<file path="src/rtl/aludec_pkg.sv">
// Shared constants and types for the sequenced ALU-control decoder:
// aluop classes, funct encodings, ALU control codes and FSM states.
package aludec_pkg;

    localparam logic [1:0] ALUOP_ADD   = 2'b00;
    localparam logic [1:0] ALUOP_SUB   = 2'b01;
    localparam logic [1:0] ALUOP_RTYPE = 2'b10;
    localparam logic [1:0] ALUOP_LI    = 2'b11;

    localparam logic [5:0] FUNCT_ADD  = 6'b100000;
    localparam logic [5:0] FUNCT_SUB  = 6'b100010;
    localparam logic [5:0] FUNCT_AND  = 6'b100100;
    localparam logic [5:0] FUNCT_OR   = 6'b100101;
    localparam logic [5:0] FUNCT_SLT  = 6'b101010;
    localparam logic [5:0] FUNCT_SLL  = 6'b000000;
    localparam logic [5:0] FUNCT_ZFR  = 6'b110011;
    localparam logic [5:0] FUNCT_SRL  = 6'b000010;
    localparam logic [5:0] FUNCT_SRA  = 6'b000011;
    localparam logic [5:0] FUNCT_XOR  = 6'b100110;
    localparam logic [5:0] FUNCT_NOR  = 6'b100111;
    localparam logic [5:0] FUNCT_MULT = 6'b011000;
    localparam logic [5:0] FUNCT_DIV  = 6'b011010;

    typedef enum logic [3:0] {
        ALU_AND  = 4'b0000,
        ALU_OR   = 4'b0001,
        ALU_ADD  = 4'b0010,
        ALU_SLL  = 4'b0011,
        ALU_ZFR  = 4'b0100,
        ALU_LI   = 4'b0101,
        ALU_SUB  = 4'b0110,
        ALU_SLT  = 4'b0111,
        ALU_SRL  = 4'b1000,
        ALU_SRA  = 4'b1001,
        ALU_XOR  = 4'b1010,
        ALU_NOR  = 4'b1011,
        ALU_MULT = 4'b1100,
        ALU_DIV  = 4'b1101
    } alu_code_t;

    typedef enum logic [1:0] {
        IDLE = 2'b00,
        ITER = 2'b01,
        HOLD = 2'b10
    } state_t;

endpackage

</file>
<file path="src/rtl/aludec_table.sv">
// Combinational aluop/funct lookup producing the 4-bit ALU code plus
// multicycle and illegal flags.
module aludec_table
    import aludec_pkg::*;
(
    input  logic [1:0] aluop,
    input  logic [5:0] funct,
    output alu_code_t  code,
    output logic       multicycle,
    output logic       illegal
);

    always_comb begin
        code       = ALU_AND;
        multicycle = 1'b0;
        illegal    = 1'b0;
        case (aluop)
            ALUOP_ADD: code = ALU_ADD;
            ALUOP_SUB: code = ALU_SUB;
            ALUOP_LI:  code = ALU_LI;
            default: begin
                case (funct)
                    FUNCT_ADD:  code = ALU_ADD;
                    FUNCT_SUB:  code = ALU_SUB;
                    FUNCT_AND:  code = ALU_AND;
                    FUNCT_OR:   code = ALU_OR;
                    FUNCT_SLT:  code = ALU_SLT;
                    FUNCT_SLL:  code = ALU_SLL;
                    FUNCT_ZFR:  code = ALU_ZFR;
                    FUNCT_SRL:  code = ALU_SRL;
                    FUNCT_SRA:  code = ALU_SRA;
                    FUNCT_XOR:  code = ALU_XOR;
                    FUNCT_NOR:  code = ALU_NOR;
                    FUNCT_MULT: begin
                        code       = ALU_MULT;
                        multicycle = 1'b1;
                    end
                    FUNCT_DIV: begin
                        code       = ALU_DIV;
                        multicycle = 1'b1;
                    end
                    default:    illegal = 1'b1;
                endcase
            end
        endcase
    end

endmodule

</file>
<file path="src/rtl/aludec_seq.sv">
// Handshaked ALU-control decoder with multi-cycle MULT/DIV sequencing.
// Define ALUDEC_SEQ_PERF_EN to add saturating accept/illegal counters.
module aludec_seq
    import aludec_pkg::*;
#(
    parameter int CTRL_W     = 4,
    parameter int MUL_CYCLES = 4,
    parameter int DIV_CYCLES = 8
) (
    input  logic              clk,
    input  logic              reset_n,
    input  logic              in_valid,
    output logic              in_ready,
    input  logic [5:0]        funct,
    input  logic [1:0]        aluop,
    output logic              out_valid,
    input  logic              out_ready,
    output logic [CTRL_W-1:0] alucontrol,
    output logic              multicycle,
    output logic              illegal,
    output logic              busy
`ifdef ALUDEC_SEQ_PERF_EN
    ,
    output logic [15:0]       perf_ops,
    output logic [15:0]       perf_illegal
`endif
);

    generate
        if (CTRL_W < 4) begin : g_bad_ctrl_w
            $error("aludec_seq: CTRL_W must be >= 4");
        end
        if (MUL_CYCLES < 1 || MUL_CYCLES > 255) begin : g_bad_mul
            $error("aludec_seq: MUL_CYCLES must be in 1..255");
        end
        if (DIV_CYCLES < 1 || DIV_CYCLES > 255) begin : g_bad_div
            $error("aludec_seq: DIV_CYCLES must be in 1..255");
        end
    endgenerate

    localparam logic [7:0] MUL_CNT = 8'(MUL_CYCLES);
    localparam logic [7:0] DIV_CNT = 8'(DIV_CYCLES);

    alu_code_t dec_code;
    logic      dec_mc;
    logic      dec_ill;

    aludec_table u_table (
        .aluop      (aluop),
        .funct      (funct),
        .code       (dec_code),
        .multicycle (dec_mc),
        .illegal    (dec_ill)
    );

    state_t             state_q, state_d;
    logic [7:0]         cnt_q, cnt_d;
    logic [CTRL_W-1:0]  ctrl_q, ctrl_d;
    logic               mc_q, mc_d;
    logic               ill_q, ill_d;
    logic               accept;
    logic [7:0]         op_cycles;

    assign in_ready   = (state_q == IDLE) || (state_q == HOLD && out_ready);
    assign accept     = in_valid && in_ready;
    assign op_cycles  = (dec_code == ALU_DIV) ? DIV_CNT : MUL_CNT;
    assign out_valid  = (state_q == HOLD);
    assign busy       = (state_q == ITER);
    assign alucontrol = ctrl_q;
    assign multicycle = mc_q;
    assign illegal    = ill_q;

    // An accept in HOLD overrides the drain to IDLE, giving bubble-free back-to-back results.
    always_comb begin
        state_d = state_q;
        cnt_d   = cnt_q;
        ctrl_d  = ctrl_q;
        mc_d    = mc_q;
        ill_d   = ill_q;
        case (state_q)
            ITER: begin
                if (cnt_q <= 8'd1) begin
                    state_d = HOLD;
                    cnt_d   = 8'd0;
                end else begin
                    cnt_d = cnt_q - 8'd1;
                end
            end
            HOLD: begin
                if (out_ready) state_d = IDLE;
            end
            default: ;
        endcase
        if (accept) begin
            ctrl_d = CTRL_W'(dec_code);
            mc_d   = dec_mc;
            ill_d  = dec_ill;
            if (dec_mc && op_cycles > 8'd1) begin
                state_d = ITER;
                cnt_d   = op_cycles - 8'd1;
            end else begin
                state_d = HOLD;
                cnt_d   = 8'd0;
            end
        end
    end

    always_ff @(posedge clk or negedge reset_n) begin
        if (!reset_n) begin
            state_q <= IDLE;
            cnt_q   <= 8'd0;
            ctrl_q  <= '0;
            mc_q    <= 1'b0;
            ill_q   <= 1'b0;
        end else begin
            state_q <= state_d;
            cnt_q   <= cnt_d;
            ctrl_q  <= ctrl_d;
            mc_q    <= mc_d;
            ill_q   <= ill_d;
        end
    end

`ifdef ALUDEC_SEQ_PERF_EN
    logic [15:0] perf_ops_q, perf_ops_d;
    logic [15:0] perf_illegal_q, perf_illegal_d;

    always_comb begin
        perf_ops_d     = perf_ops_q;
        perf_illegal_d = perf_illegal_q;
        if (accept && perf_ops_q != 16'hFFFF) perf_ops_d = perf_ops_q + 16'd1;
        if (accept && dec_ill && perf_illegal_q != 16'hFFFF) perf_illegal_d = perf_illegal_q + 16'd1;
    end

    always_ff @(posedge clk or negedge reset_n) begin
        if (!reset_n) begin
            perf_ops_q     <= 16'd0;
            perf_illegal_q <= 16'd0;
        end else begin
            perf_ops_q     <= perf_ops_d;
            perf_illegal_q <= perf_illegal_d;
        end
    end

    assign perf_ops     = perf_ops_q;
    assign perf_illegal = perf_illegal_q;
`endif

endmodule

</file>
<file path="config.mk">
export PLATFORM = sky130hd
export DESIGN_NAME = aludec_seq
export DESIGN_NICKNAME = d
export VERILOG_FILES = /design/src/rtl/aludec_pkg.sv /design/src/rtl/aludec_table.sv /design/src/rtl/aludec_seq.sv
export SDC_FILE = /design/constraint.sdc
export NUM_CORES = 1
export LEC_CHECK = 0
export CAP_MARGIN = 10
export CORE_MARGIN = 4
export CORE_UTILIZATION = 30
export CTS_BUF_LIST = sky130_fd_sc_hd__clkbuf_8
export DETAILED_ROUTE_END_ITERATION = 8
export HOLD_SLACK_MARGIN = 0.05
export MAX_ROUTING_LAYER = met4
export SETUP_SLACK_MARGIN = 0.3
export SYNTH_ARGS = -nofsm -noshare
export SYNTH_HDL_FRONTEND = slang
export SYNTH_SLANG_ARGS = --single-unit
</file>
<file path="constraint.sdc">
create_clock -name clk -period 5 [get_ports clk]
set_clock_uncertainty 0.05 [all_clocks]
set_input_delay 1 -clock clk [delete_from_list [all_inputs] [get_ports clk]]
set_output_delay 1 -clock clk [all_outputs]
set_load 0.01 [all_outputs]
</file>
==> results.md <==
- Status: complete, no violations
- Avg Cell Area, Syn: just over 9 sq um
- Met3 Resource Use GR: 0.0288
- Place WS: approximately 1.6 ns
- RSZ-0062 raised after global routing: no
- Met2 usage: 0.231
- PostCTS Resize Cnt: 0
- Worst Setup Slack, final: 1.55 ns
- TritonCTS clock tree: done
- Wire per inst: approximately 15 microns
- Maximum vdd drop: 0.117 mV
- Pins over their slew limit: 0
- Register area share after synthesis: 0.342
- Fraction of layout cells with a size suffix above 1: 0.0828
- # DRC: 0
- Vias in the first global route: between 1000 and 1500
- Setup TNS: 0 ns
- Setup violators final: 0
- Die footprint: a little under 5000 sq um
- Final Hold Viols: 0
- GR Util met1: 0.144
- Nets: 165
- Synth Flop Type: dfrtp_1
- Post-Synthesis Cells: 129
- Total clock sinks: 16
- Setup bufs post-CTS: 0
- Period minus WS final: 3.45 ns
- Worst Setup SP: out_ready
- DR vias: 1071
- Min-delay worst type: reg -> reg
- Data arrival time of the critical path: between 2 and 2.5 ns
- Crit path max fanout: 3
- CP Class: in -> out
- Ports: 21
- Cell row count: 22
- Starting Density: 0.315
- Grt total ovfl: 0
- Core Region: 3720 sq um
- Worst setup EP type: output pin
- Critical Path Source Type: primary input
- Max Cap Viol: 0
- Synthesized net count: roughly 150
- Number of iterations in the first detailed-routing pass: 4
- Period utilization: 0.689
- Post-synthesis register bit count: 16
- Library cells used by synthesis: 49
- Async SR Flop Fraction: 1.00
- I/O Buffers: 20
- Post-synth EDFFs: 0
- Slew HR: 0.508
- Area growth, synth to finish: 22.7%
- Initial antenna violation count: 0
- Netlist Area Pre-Place: ~1200 sq um
- Worst skew pair latency: ~0.25 ns
- Die X: around 70 microns
- Drt total wl: 2880 microns
- Crit path required time: 3.95 ns
- Most Used Layer, Global Route: met2
- Initial DRC Count: 46
- Vias per cell: around 5.5
- Number of routed nets with antenna violations: 0
- Lkg Pwr: roughly 0.0006 uW
- GP Congestion: 0.822
- H-tree Lvls: 1
- Diode count: 0
- FF-to-FF Start: state_q[0]
- F_max: roughly 290 MHz
- Total Routing Usage GR: 0.130
- Tightest Pin Transition: roughly 0.74 ns
- Clock tree buffer depth: 2
- Hold Buf Count CTS: 0
- DP HPWL: about 2200 microns
- Clk slew on worst S/H paths: 0.06 ns
- Global-route wire length before repair: 5140 microns
- Synth warn: 0
- Die height: 70.5 microns
- Pwr/cell area: approximately 370 nW/um^2
- Hold_sp: multicycle
- Maximum number of pins on one net before global-route repair: 17
- Root Driver: clkbuf_8
- Total CTS buffers: 3
cells in the mapped netlist (3+ instances only):
| master | n | area, sq um |
|---|---|---|
| dfrtp_1 | 16 | 400 |
| nor2_1 | 12 | 45.0 |
| inv_1 | 9 | 33.8 |
| nand2_1 | 8 | 30.0 |
| a21oi_1 | 7 | 35.0 |
| ha_1 | 6 | 75.1 |
| o21ai_0 | 6 | 30.0 |
| nand3_1 | 5 | 25.0 |
| buf_2 | 4 | 20.0 |
| a21o_1 | 3 | 22.5 |
| nand3b_1 | 3 | 22.5 |
| nor2b_1 | 3 | 18.8 |
| nor3_1 | 3 | 15.0 |
final timing paths:
path / endpoint / slack (ns) / cells past startpoint
worst max-delay path: in_ready / 1.55 / 4
worst min-delay path: multicycle / 0.43 / 1
worst max register to register: cnt_q[0] / 2.81 / 7
worst min register to register: multicycle / 0.43 / 1
max in group asynchronous: alucontrol[2] / 3.30 / 1
min in group asynchronous: cnt_q[3] / 1.14 / 1
stage by stage:
step / area (sq um) / util / power [uW] / instances / hold WS, ns
6_report: 1440 / 0.387 / 539 / 193 / 0.431
2_1_floorplan: 1170 / - / 351 / 129 / 0.431
3_3_place_gp: 1400 / 0.376 / 437 / 190 / 0.414
4_1_cts: 1440 / 0.387 / 545 / 193 / 0.437
3_5_place_dp: 1400 / 0.376 / 447 / 190 / 0.424
5_1_grt: 1440 / 0.387 / 582 / 193 / 0.479
sequential cells by signal, summed over array words and instances, names as in the netlist:
signal and cells:
alucontrol 4, cnt_q 8, illegal 1, state_q 2, multicycle 1
report_power, final:
part / switching, uW / internal [uW]
logic: 141 / 125
clock network: 42.3 / 53.4
registers: 19.9 / 158
total: 203 / 336
cells by family after synthesis:
| family | after synthesis | synth area share |
|---|---|---|
| simple gates | 50 | 0.254 |
| compound gates | 37 | 0.248 |
| buf+inv | 16 | 0.0587 |
| flops | 16 | 0.342 |
| fa+ha+maj | 6 | 0.0640 |
| mux | 3 | 0.0267 |
| xor+xnor | 1 | 0.00747 |
layout make-up:
class | instances | area [sq um]
inverters | 9 | 33.8
repair buffers | 20 | 200
fillers | 389 | 2280
multi-input cells | 97 | 703
flip-flops and latches | 16 | 400
clock buffers | 3 | 41.3
well taps | 48 | 60.1
worst max-delay path, cell delays in order:
cell,delay (ns)
clkdlybuf4s50_1,0.45
a21oi_1,0.35
inv_1,0.11
clkdlybuf4s50_1,0.49
placed cells by master (no fill, tap or decap), types with 3 or more instances in the layout:
cell | netlist | routed
nor3_1 | 3 | 3
a21oi_1 | 7 | 7
clkbuf_8 | 0 | 3
dfrtp_1 | 16 | 16
nor2b_1 | 3 | 3
nand2_1 | 8 | 8
nand3_1 | 5 | 5
nor2_1 | 12 | 12
o21ai_0 | 6 | 6
a21o_1 | 3 | 3
nand3b_1 | 3 | 3
inv_1 | 9 | 9
ha_1 | 6 | 6
clkdlybuf4s50_1 | 0 | 20
per-layer routing:
| layer | vias to the layer above | wire, microns |
|---|---|---|
| met5 | - | 0 |
| met3 | 6 | 99 |
| li1 | 512 | - |
| met4 | 0 | 45 |
| met1 | 528 | 1210 |
| met2 | 25 | 1520 |
Power figures use the tool's default switching activity.
